**config.mk**
```make
export PLATFORM = sky130hd
export DESIGN_NAME = led_matrix_scanner_flat
export DESIGN_NICKNAME = d
export VERILOG_FILES = /design/src/rtl/led_matrix_scanner_if.sv /design/src/rtl/led_matrix_scanner.sv /design/src/flat_wrapper.sv
export SDC_FILE = /design/constraint.sdc
export NUM_CORES = 1
export LEC_CHECK = 0
export CAP_MARGIN = 20
export CORE_MARGIN = 2
export CORE_UTILIZATION = 54
export CTS_CLUSTER_SIZE = 30
export DETAILED_ROUTE_END_ITERATION = 6
export GPL_ROUTABILITY_DRIVEN = 1
export PLACE_DENSITY = 0.76
export SYNTH_ARGS = -nofsm -noshare
export SYNTH_HDL_FRONTEND = slang
export SYNTH_SLANG_ARGS = --single-unit
export TNS_END_PERCENT = 100
```
**constraint.sdc**
```tcl
create_clock -name sys_clk -period 2.22 [get_ports sys_clk]
set_input_delay 0.333 -clock sys_clk [delete_from_list [all_inputs] [get_ports sys_clk]]
set_output_delay 0.333 -clock sys_clk [all_outputs]
set_load 0.02 [all_outputs]
```
**src/rtl/led_matrix_scanner_if.sv**
```systemverilog
// CPU-side write/commit bus of the LED matrix scanner.
// The master (CPU I/O path) writes back-buffer rows and requests a frame
// swap; the slave (scanner) reports whether a swap is still outstanding.
interface led_matrix_scanner_if #(
    parameter int NUM_ROWS  = 9,
    parameter int COL_WIDTH = 8
);
    localparam int ROW_W = (NUM_ROWS > 1) ? $clog2(NUM_ROWS) : 1;

    logic                 wr_en;
    logic [ROW_W-1:0]     wr_row;
    logic [COL_WIDTH-1:0] wr_data;
    logic                 commit;
    logic                 busy;

    modport master (
        output wr_en,
        output wr_row,
        output wr_data,
        output commit,
        input  busy
    );

    modport slave (
        input  wr_en,
        input  wr_row,
        input  wr_data,
        input  commit,
        output busy
    );
endinterface

```
**src/rtl/led_matrix_scanner.sv**
```systemverilog
// Time-multiplexed LED matrix driver with a double-buffered frame.
// One row is scanned per PERIOD clocks with blank gaps at both ends of the
// slot; a committed back buffer is copied to the front only at a frame
// boundary so a half-written frame is never shown.
// Optional feature: define LED_SCAN_DIM_EN to add a 4-bit brightness input
// that shortens the lit window of each row slot.
module led_matrix_scanner #(
    parameter int NUM_ROWS  = 9,
    parameter int COL_WIDTH = 8,
    parameter int PERIOD    = 27000,
    parameter int GAP_ON    = 100,
    parameter int GAP_OFF   = 2000
) (
    input  logic                 sys_clk,
    input  logic                 rst_n,
`ifdef LED_SCAN_DIM_EN
    input  logic [3:0]           dim,
`endif
    led_matrix_scanner_if.slave  bus,
    output logic                 frame_start,
    output logic [NUM_ROWS-1:0]  led_row,
    output logic [COL_WIDTH-1:0] led_col
);
    localparam int ROW_W = (NUM_ROWS > 1) ? $clog2(NUM_ROWS) : 1;
    localparam int CNT_W = (PERIOD > 1) ? $clog2(PERIOD) : 1;

    localparam logic [CNT_W-1:0] CNT_LAST = CNT_W'(PERIOD - 1);
    localparam logic [ROW_W-1:0] ROW_LAST = ROW_W'(NUM_ROWS - 1);
    localparam logic [CNT_W-1:0] ON_START = CNT_W'(GAP_ON);

    logic [CNT_W-1:0] counter;
    logic [ROW_W-1:0] row_idx;

    logic [NUM_ROWS-1:0][COL_WIDTH-1:0] front;
    logic [NUM_ROWS-1:0][COL_WIDTH-1:0] back;
    logic [NUM_ROWS-1:0][COL_WIDTH-1:0] back_next;

    logic pending;
    logic row_end;
    logic frame_end;
    logic swap;
    logic wr_ok;
    logic on;

    // Slot/frame boundary detection, swap decision and write-address check
    always_comb begin
        row_end   = (counter == CNT_LAST);
        frame_end = row_end && (row_idx == ROW_LAST);
        swap      = frame_end && (pending || bus.commit);
        wr_ok     = bus.wr_en && (32'(bus.wr_row) < NUM_ROWS);
    end

    // Back buffer as it will look after this edge, so a swap on the same edge sees the write
    always_comb begin
        back_next = back;
        if (wr_ok) begin
            back_next[bus.wr_row] = bus.wr_data;
        end
    end

`ifdef LED_SCAN_DIM_EN
    localparam int ACTIVE = PERIOD - GAP_ON - GAP_OFF;
    localparam int LEN_W  = CNT_W + 5;

    logic [3:0]       dim_q;
    logic [3:0]       dim_eff;
    logic [LEN_W-1:0] on_len;
    logic [LEN_W-1:0] on_stop;

    // Lit window scaled by the brightness captured at the start of the slot
    always_comb begin
        dim_eff = (counter == '0) ? dim : dim_q;
        on_len  = (LEN_W'(ACTIVE) * (LEN_W'(dim_eff) + LEN_W'(1))) >> 4;
        on_stop = LEN_W'(GAP_ON) + on_len;
        on      = (counter >= ON_START) && (LEN_W'(counter) < on_stop);
    end

    // Hold the brightness sampled at counter==0 for the rest of the slot
    always_ff @(posedge sys_clk) begin
        if (!rst_n) begin
            dim_q <= 4'hF;
        end else if (counter == '0) begin
            dim_q <= dim;
        end
    end
`else
    localparam logic [CNT_W-1:0] ON_STOP = CNT_W'(PERIOD - GAP_OFF);

    // Full lit window between the two blanking gaps
    always_comb begin
        on = (counter >= ON_START) && (counter < ON_STOP);
    end
`endif

    // Slot counter and row index; the row advances on the last clock of each slot
    always_ff @(posedge sys_clk) begin
        if (!rst_n) begin
            counter <= '0;
            row_idx <= '0;
        end else if (row_end) begin
            counter <= '0;
            row_idx <= (row_idx == ROW_LAST) ? '0 : row_idx + 1'b1;
        end else begin
            counter <= counter + 1'b1;
        end
    end

    // Frame buffers, pending swap request and the registered frame-start pulse
    always_ff @(posedge sys_clk) begin
        if (!rst_n) begin
            front       <= '0;
            back        <= '0;
            pending     <= 1'b0;
            frame_start <= 1'b0;
        end else begin
            back        <= back_next;
            frame_start <= frame_end;
            if (swap) begin
                front   <= back_next;
                pending <= 1'b0;
            end else if (bus.commit) begin
                pending <= 1'b1;
            end
        end
    end

    assign led_row  = ~(NUM_ROWS'(on) << row_idx);
    assign led_col  = front[row_idx];
    assign bus.busy = pending;

endmodule
```
**src/flat_wrapper.sv**
```systemverilog
// flat-port wrapper written by rule: the top's interface ports become plain ports
module led_matrix_scanner_flat 
#(
    parameter int NUM_ROWS  = 9,
    parameter int COL_WIDTH = 8,
    parameter int PERIOD    = 27000,
    parameter int GAP_ON    = 100,
    parameter int GAP_OFF   = 2000
)
  (sys_clk, rst_n, frame_start, led_row, led_col, bus_wr_en, bus_wr_row, bus_wr_data, bus_commit, bus_busy);
  led_matrix_scanner_if #(.NUM_ROWS(NUM_ROWS), .COL_WIDTH(COL_WIDTH)) bus_i ();
  input  logic sys_clk;
  input  logic rst_n;
  output logic frame_start;
  output logic [NUM_ROWS-1:0] led_row;
  output logic [COL_WIDTH-1:0] led_col;
  input wire logic [$bits(bus_i.wr_en)-1:0] bus_wr_en;
  input wire logic [$bits(bus_i.wr_row)-1:0] bus_wr_row;
  input wire logic [$bits(bus_i.wr_data)-1:0] bus_wr_data;
  input wire logic [$bits(bus_i.commit)-1:0] bus_commit;
  output wire logic [$bits(bus_i.busy)-1:0] bus_busy;
  assign bus_i.wr_en = bus_wr_en;
  assign bus_i.wr_row = bus_wr_row;
  assign bus_i.wr_data = bus_wr_data;
  assign bus_i.commit = bus_commit;
  assign bus_busy = bus_i.busy;
  led_matrix_scanner #(.NUM_ROWS(NUM_ROWS), .COL_WIDTH(COL_WIDTH), .PERIOD(PERIOD), .GAP_ON(GAP_ON), .GAP_OFF(GAP_OFF)) u_core (.sys_clk(sys_clk), .rst_n(rst_n), .bus(bus_i), .frame_start(frame_start), .led_row(led_row), .led_col(led_col));
endmodule
```
==> results.sh, run 1 <==
export IMPL_run_status="complete, but fails checks"
export IMPL_failed_checks="setup timing"
export IMPL_hold_violations=0
export IMPL_maximum_number_of_pins_on_one_net_before_global_route_repair=73
export IMPL_start_kind="flop"
export IMPL_cts_htree_levels=4
export IMPL_yosys_area_top_type="sky130_fd_sc_hd__dfxtp_1"
export IMPL_wl_mm=17.9
export IMPL_synth_cells=689
export IMPL_port_buffer_count=34
export IMPL_cts_hold_buffers_added=0
export IMPL_crit_path_end_kind="output pin"
export IMPL_synth_top_cells_by_area="sky130_fd_sc_hd__dfxtp_1, sky130_fd_sc_hd__mux2i_1, sky130_fd_sc_hd__nor2b_1"
export IMPL_max_cap_violations=0
export IMPL_synth_edff_count=0
export IMPL_die_x_um=118
export IMPL_numClockSinks=165
export IMPL_layout_area_overhead_pct=22.3
export IMPL_rows=41
export IMPL_p_leak_nw=3.24
export IMPL_syn_nets=709
export IMPL_initialDrtViolationCount=504
export IMPL_ys_dominant_reg_cell="sky130_fd_sc_hd__dfxtp_1"
export IMPL_slew_headroom=0.681
export IMPL_drc_errors=0
export IMPL_sequential_cell_area_fraction_in_the_yosys_report=0.471
export IMPL_grt_overflow=0
export IMPL_proportion_of_power_drawn_by_flip_flops_and_latches=0.508
export IMPL_crit_arrival_ns=1.94
export IMPL_fill_cells=960
export IMPL_initial_core_utilization=0.554
export IMPL_core_region_area_um2=12700
export IMPL_critical_path_required_ns=1.89
export IMPL_cts_inserted_buffers=17
export IMPL_finalCritPeriodShare=1.03
export IMPL_die_y_extent_um=118
export IMPL_final_setup_skew_ns=0.00863
export IMPL_synth_cell_type_count=46
export IMPL_setup_violating_endpoint_count_in_the_final_report=14
export IMPL_clk_insertion_delay_late_ns=0.42
export IMPL_fin_crit_ns=2.28
export IMPL_final_nets=768
export IMPL_numPlacedInstances=890
export IMPL_via_count=5458
export IMPL_hpwlAfterDp_mm=10.6
export IMPL_clockRootBuffer="sky130_fd_sc_hd__clkbuf_16"
export IMPL_fmax_mhz=439
export IMPL_number_of_storage_elements_in_the_synthesis_netlist=165
export IMPL_synthesis_area_um2=7020
export IMPL_worstPathMaxFanout=5
export IMPL_globalRouteTotalUtil=0.245
export IMPL_cts_max_path_buffers=2
export IMPL_worstSetupPathType="flop to output pin"
export IMPL_rsz0062_at_grt="yes"
export IMPL_initial_antenna_violation_count=0
export IMPL_layout_drive_gt1_share=0.252
export IMPL_hold_path_class="primary input to flop"
export IMPL_pin_slew_with_the_least_headroom_to_its_limit_ns=0.477
export IMPL_pwr_share_comb=0.036
export IMPL_register_area_um2=3310
export IMPL_layout_setup_ws_ns=-0.0571
export IMPL_total_area_of_multi_input_combinational_cells_um2=3550
export IMPL_grt_pass1_wl_mm=26.8
export IMPL_clkSlewWorstSetupHoldPaths_ns=0.06
export IMPL_post_layout_total_power_mw=5.89
export IMPL_setup_total_negative_slack_ns=-0.404
export IMPL_yosys_area_top_type_share=0.471
export IMPL_syn_avg_cell_area_um2=10.2
export IMPL_die_area_um2=13900
export IMPL_grt_pass1_vias=5213
export IMPL_gp_congestion=0.897
export IMPL_drt_wirelength_per_cell_um=19.2
export IMPL_power_share_clock=0.456
export IMPL_power_switching_share=0.230
export IMPL_vdd_drop_max_uv=630
export IMPL_cts_tree="built"
export IMPL_final_cells=933
export IMPL_maxSlewViolCount=0
export IMPL_worst_hold_slack_ns=0.410
export IMPL_post_route_antenna_net_violation_count=0
export IMPL_p_switching_mw=1.35
export IMPL_ios=35
export IMPL_synthArstFlopShare=0
export IMPL_internal_power_mw=4.54
export IMPL_vias_per_cell=5.85
export IMPL_pwr_density_cell_nw_per_um2=687
export IMPL_diodes=0
export IMPL_drtPass1Iterations=5
export IMPL_synth_warnings=0
## state kept, by name, summed over array words and instances, names as in the netlist
name,count
u_core.frame_start,1
u_core.bus.busy,1
u_core.front,72
u_core.back,72
u_core.row_idx,4
u_core.counter,15
## worst paths after layout
check,from,end,slack (ns),cells past startpoint
max reg2reg,u_core.counter[9],u_core.front[68],0.13,7
min,rst_n,u_core.back[68],0.41,2
max,u_core.counter[12],led_row[3],-0.06,6
min reg2reg,u_core.front[17],u_core.front[17],0.47,2
## synthesized netlist by cell type (2+ instances only)
| master | n |
|---|---|
| sky130_fd_sc_hd__a21oi_1 | 3 |
| sky130_fd_sc_hd__a22oi_1 | 5 |
| sky130_fd_sc_hd__buf_2 | 13 |
| sky130_fd_sc_hd__buf_6 | 3 |
| sky130_fd_sc_hd__clkbuf_1 | 38 |
| sky130_fd_sc_hd__dfxtp_1 | 165 |
| sky130_fd_sc_hd__ha_1 | 4 |
| sky130_fd_sc_hd__inv_1 | 7 |
| sky130_fd_sc_hd__mux2i_1 | 85 |
| sky130_fd_sc_hd__mux4_2 | 12 |
| sky130_fd_sc_hd__nand2_1 | 98 |
| sky130_fd_sc_hd__nand2b_1 | 6 |
| sky130_fd_sc_hd__nand3_1 | 8 |
| sky130_fd_sc_hd__nand3b_1 | 3 |
| sky130_fd_sc_hd__nand4_1 | 3 |
| sky130_fd_sc_hd__nor2_1 | 23 |
| sky130_fd_sc_hd__nor2b_1 | 75 |
| sky130_fd_sc_hd__nor3_1 | 6 |
| sky130_fd_sc_hd__nor3_2 | 2 |
| sky130_fd_sc_hd__nor3b_1 | 2 |
| sky130_fd_sc_hd__nor4_1 | 6 |
| sky130_fd_sc_hd__nor4b_1 | 2 |
| sky130_fd_sc_hd__o211a_1 | 2 |
| sky130_fd_sc_hd__o21ai_0 | 5 |
| sky130_fd_sc_hd__o22ai_1 | 37 |
| sky130_fd_sc_hd__o22ai_2 | 35 |
| sky130_fd_sc_hd__o2bb2ai_1 | 4 |
| sky130_fd_sc_hd__o31ai_1 | 5 |
| sky130_fd_sc_hd__or2_2 | 2 |
| sky130_fd_sc_hd__or4_1 | 4 |
| sky130_fd_sc_hd__xnor2_1 | 10 |
| sky130_fd_sc_hd__xor2_1 | 2 |
## placed cells by master (no fill, tap or decap), drive strengths merged, types with 7 or more instances in the layout
master,synthesis,layout
clkdlybuf4s50,0,16
o22ai,72,72
dfxtp,165,165
mux2i,85,85
nand3,8,8
inv,7,11
nor2,23,23
nor3,8,8
buf,18,78
nand2,98,98
clkbuf,38,21
mux4,12,12
xnor2,10,10
nor2b,75,75
nor4,7,7
## power by group through the flow
stage,Combinational (mW),Clock [mW],Sequential (mW)
after floorplan,0.136,0,3.06
final,0.214,2.69,2.99
after detailed placement,0.210,0,3.06
after CTS,0.212,2.72,2.99
after global routing,0.231,2.85,2.99
after global placement,0.202,0,3.06
## cell families (layout without fill, tap and decap cells)
logic type,count (synthesis),in the layout,share of synthesized area
xor+xnor,12,12,0.0150
buf+inv,64,136,0.0403
compound gates,101,101,0.128
mux,97,97,0.160
simple gates,246,246,0.179
fa+ha+maj,4,4,0.00713
flops,165,165,0.471
## layout make-up
cell class	count	area share
Multi-Input combinational cell	460	0.413
Inverter	8	0.00350
Sequential cell	165	0.386
Tap cell	172	0.0251
Clock inverter	13	0.0117
Timing Repair Buffer	96	0.109
Clock buffer	19	0.0516
## critical path, stage by stage (launching register included)
cell and delay [ns]:
sky130_fd_sc_hd__dfxtp_2 0.33, sky130_fd_sc_hd__buf_6 0.12, sky130_fd_sc_hd__or4_4 0.54, sky130_fd_sc_hd__o21bai_4 0.17, sky130_fd_sc_hd__buf_6 0.14, sky130_fd_sc_hd__nand2_1 0.06
sky130_fd_sc_hd__buf_4 0.17
## stage by stage
stage / util / setup WS, ns / instance area, µm²
2_1_floorplan: - / 0.0560 / 7020
6_report: 0.677 / -0.0571 / 8580
3_3_place_gp: 0.614 / -0.204 / 7780
3_5_place_dp: 0.614 / -0.239 / 7780
4_1_cts: 0.663 / -0.0872 / 8400
5_1_grt: 0.677 / -0.135 / 8580
## routing by layer
metal / GRT usage / vias up / routed length, µm
met2: 0.412 / 186 / 8870
li1: - / 2548 / -
met1: 0.308 / 2695 / 7570
met3: 0.0640 / 29 / 1080
met5: 0 / - / 0
met4: 0.0761 / 0 / 347
## timing repair
item | in CTS | in global routing
gates cloned | 1 | 5
buffers inserted | 3 | 3
pin swaps | 3 | 5
endpoints found under the hold margin | 0 | 0
gates resized for setup | 118 | 23
endpoints found under the setup margin | 19 | 89
(Power assumes the default switching activity.)
==> inputs of run 2 (changes only) <==
==> constraint.sdc (replaced) <==
create_clock -name sys_clk -period 2.22 [get_ports sys_clk]
set_input_delay 0.333 -clock sys_clk [delete_from_list [all_inputs] [get_ports sys_clk]]
set_output_delay 0.333 -clock sys_clk [all_outputs]
set_load 0.05 [all_outputs]
==> run 2 against run 1 <==
- the run still ends with setup timing left
- utilization grew 3.8 points
- first-iteration DRC count shrank 2.0%
- critical path depth shrank 1
- sequential share of layout area shrank 1.9 points
- fmax shrank 4.5%
- cell area grew 5.6%
- combinational power is essentially flat
- worst setup slack lost 0.11 ns
- clock skew grew 0.0011 ns
- total power grew 14%
- sequential power is essentially flat
- global-route usage grew 0.86 points
==> results.sh, run 2 (same netlist as run 1, synthesis figures left out) <==
export IMPL_path_delay_family="multiplexers"
export IMPL_maxSlewViolCount=0
export IMPL_pwr_density_cell_nw_per_um2=743
export IMPL_worst_r2r_setup_slack_ns=0.08
export IMPL_die_y_extent_um=118
export IMPL_register_area_um2=3320
export IMPL_globalRouteTotalUtil=0.254
export IMPL_power_switching_share=0.197
export IMPL_crit_arrival_ns=2.05
export IMPL_cts_max_path_buffers=2
export IMPL_diodes=0
export IMPL_cell_with_the_largest_stage_delay_on_the_worst_path="sky130_fd_sc_hd__mux4_2"
export IMPL_via_count=5471
export IMPL_layout_area_overhead_pct=29.1
export IMPL_cts_hold_buffers_added=0
export IMPL_die_x_um=118
export IMPL_layout_drive_gt1_share=0.267
export IMPL_cts_inserted_buffers=17
export IMPL_drc_errors=0
export IMPL_finalCritPeriodShare=1.07
export IMPL_globalRouteMet3Util=0.0431
export IMPL_place_worst_setup_slack_ns=0.0962
export IMPL_slew_headroom=0.581
export IMPL_setup_violating_endpoint_count_in_the_final_report=17
export IMPL_clkSlewWorstSetupHoldPaths_ns=0.06
export IMPL_drtPass1Iterations=5
export IMPL_die_area_um2=13900
export IMPL_p_leak_nw=3.38
export IMPL_rows=41
export IMPL_cts_tree="built"
export IMPL_hold_path_class="primary input to flop"
export IMPL_layout_setup_ws_ns=-0.166
export IMPL_pwr_share_comb=0.032
export IMPL_worst_hold_slack_ns=0.261
export IMPL_setup_total_negative_slack_ns=-2.12
export IMPL_grt_pass1_wl_mm=27.8
export IMPL_grt_overflow=0
export IMPL_failed_checks="setup timing"
export IMPL_hpwlAfterDp_mm=10.5
export IMPL_cp_cell_sequence="buf_12 -> mux4_2 -> a22oi_2 -> o31ai_4 -> buf_6"
export IMPL_numClockSinks=165
export IMPL_worstReg2RegStart="u_core.counter[0]"
export IMPL_commonest_cells_after_routing_fill_and_taps_aside="sky130_fd_sc_hd__dfxtp_1, sky130_fd_sc_hd__nand2_1, sky130_fd_sc_hd__mux2i_1"
export IMPL_core_region_area_um2=12700
export IMPL_grt_pass1_vias=5350
export IMPL_initial_core_utilization=0.554
export IMPL_initialDrtViolationCount=494
export IMPL_hold_start="rst_n"
export IMPL_wl_mm=19.2
export IMPL_grtUsageMet2=0.427
export IMPL_worstPathMaxFanout=5
export IMPL_proportion_of_power_drawn_by_flip_flops_and_latches=0.445
export IMPL_fmax_mhz=419
export IMPL_ff2ff_path_depth=8
export IMPL_power_share_clock=0.523
export IMPL_number_of_cells_traversed_by_the_worst_hold_path=2
export IMPL_run_status="complete, but fails checks"
export IMPL_critical_path_required_ns=1.89
export IMPL_placedInstanceArea_um2=7730
export IMPL_internal_power_mw=5.40
export IMPL_vdd_drop_max_uv=645
export IMPL_pin_slew_with_the_least_headroom_to_its_limit_ns=0.626
export IMPL_clk_insertion_delay_late_ns=0.43
export IMPL_total_area_of_multi_input_combinational_cells_um2=3690
export IMPL_post_layout_total_power_mw=6.73
export IMPL_port_buffer_count=34
export IMPL_vias_per_cell=5.90
export IMPL_final_setup_skew_ns=0.00976
export IMPL_maximum_number_of_pins_on_one_net_before_global_route_repair=136
export IMPL_clockRootBuffer="sky130_fd_sc_hd__clkbuf_16"
export IMPL_crit_path_max_incr_delay_ns=0.53
export IMPL_p_switching_mw=1.33
export IMPL_rsz0062_at_grt="yes"
export IMPL_initial_antenna_violation_count=0
export IMPL_ios=35
export IMPL_holdPathEnd="u_core.row_idx[3]"
export IMPL_max_cap_violations=0
export IMPL_drt_wirelength_per_cell_um=20.6
export IMPL_global_route_usage_met1=0.323
export IMPL_top_regs="u_core.back: 72 flops, u_core.front: 72 flops, u_core.counter: 15 flops"
export IMPL_crit_path_end_kind="output pin"
export IMPL_hold_violations=0
export IMPL_post_route_antenna_net_violation_count=0
export IMPL_grt_busiest_layer="met2"
export IMPL_buffers_plus_inverters_on_the_worst_setup_path=2
export IMPL_cts_htree_levels=4
export IMPL_fill_cells=846
export IMPL_design_area_um2=9060
export IMPL_fin_crit_ns=2.39
export IMPL_most_common_cell_after_layout_fill_and_taps_aside="sky130_fd_sc_hd__dfxtp_1"
export IMPL_final_nets=763
export IMPL_worstSetupPathType="flop to output pin"
export IMPL_crit_reg2reg_capture="u_core.front[29]"
export IMPL_start_kind="flop"
export IMPL_gp_congestion=0.839
## run 2: worst max-delay path by stage
| stage | startpoint | end | slack [ns] | cells after the start |
|---|---|---|---|---|
| finish | u_core.row_idx[0] | led_col[6] | -0.17 | 5 |
| global route | u_core.counter[11] | led_row[5] | -0.21 | 6 |
| CTS | u_core.row_idx[0] | led_col[5] | -0.15 | 5 |
| detailed placement | bus_wr_row[3] | u_core.front[46] | 0.1 | 6 |
| global placement | u_core.counter[10] | u_core.front[17] | 0.17 | 6 |
| floorplan | u_core.row_idx[0] | led_col[7] | 0.004 | 4 |
## run 2: layout make-up
| cell class | instances | share of cell area |
|---|---|---|
| Tap cell | 172 | 0.0238 |
| Clock buffer | 19 | 0.0478 |
| Clock inverter | 13 | 0.0304 |
| Inverter | 8 | 0.00331 |
| Timing Repair Buffer | 90 | 0.121 |
| Sequential cell | 165 | 0.367 |
| Multi-Input combinational cell | 461 | 0.407 |
## run 2: worst register-to-register path, delay by kind of cell, from the launching register on
| kind | cells | cell delay [ns] |
|---|---|---|
| compound gates | 2 | 0.41 |
| fa+ha+maj | 1 | 0.24 |
| simple gates | 2 | 0.38 |
| buf+inv | 3 | 0.59 |
| flops | 1 | 0.39 |
## run 2: what timing repair did
action / in CTS / in global routing
buffers inserted: 2 / 11
gates resized for setup: 51 / 24
cloned: 3 / 10
setup endpoints to repair: 17 / 33
pin swaps: 15 / 15
## run 2: routing by layer
| layer | vias up | routed length, µm |
|---|---|---|
| li1 | 2524 | - |
| met1 | 2699 | 7980 |
| met2 | 211 | 9710 |
| met3 | 37 | 1030 |
| met4 | 0 | 438 |
| met5 | - | 0 |
## run 2: power by group through the flow
stage          registers, mW  clock network (mW)  logic, mW
4_1_cts                 2.99                3.55      0.210
6_report                2.99                3.52      0.215
3_5_place_dp            3.06                   0      0.208
2_1_floorplan           3.06                   0      0.136
5_1_grt                 2.99                3.70      0.228
3_3_place_gp            3.06                   0      0.203
## run 2: through the flow
step	utilization	instances
after global placement	0.610	870
after CTS	0.685	907
after detailed placement	0.610	870
final	0.715	928
after global routing	0.715	928
after floorplan	-	689
==> inputs of run 3 (changes only) <==
Settings changed: CAP_MARGIN 20 to default, SLEW_MARGIN from default to 20.
==> results of run 3 <==
No change in the layout: final DEF, timing and power equal those of run 2.
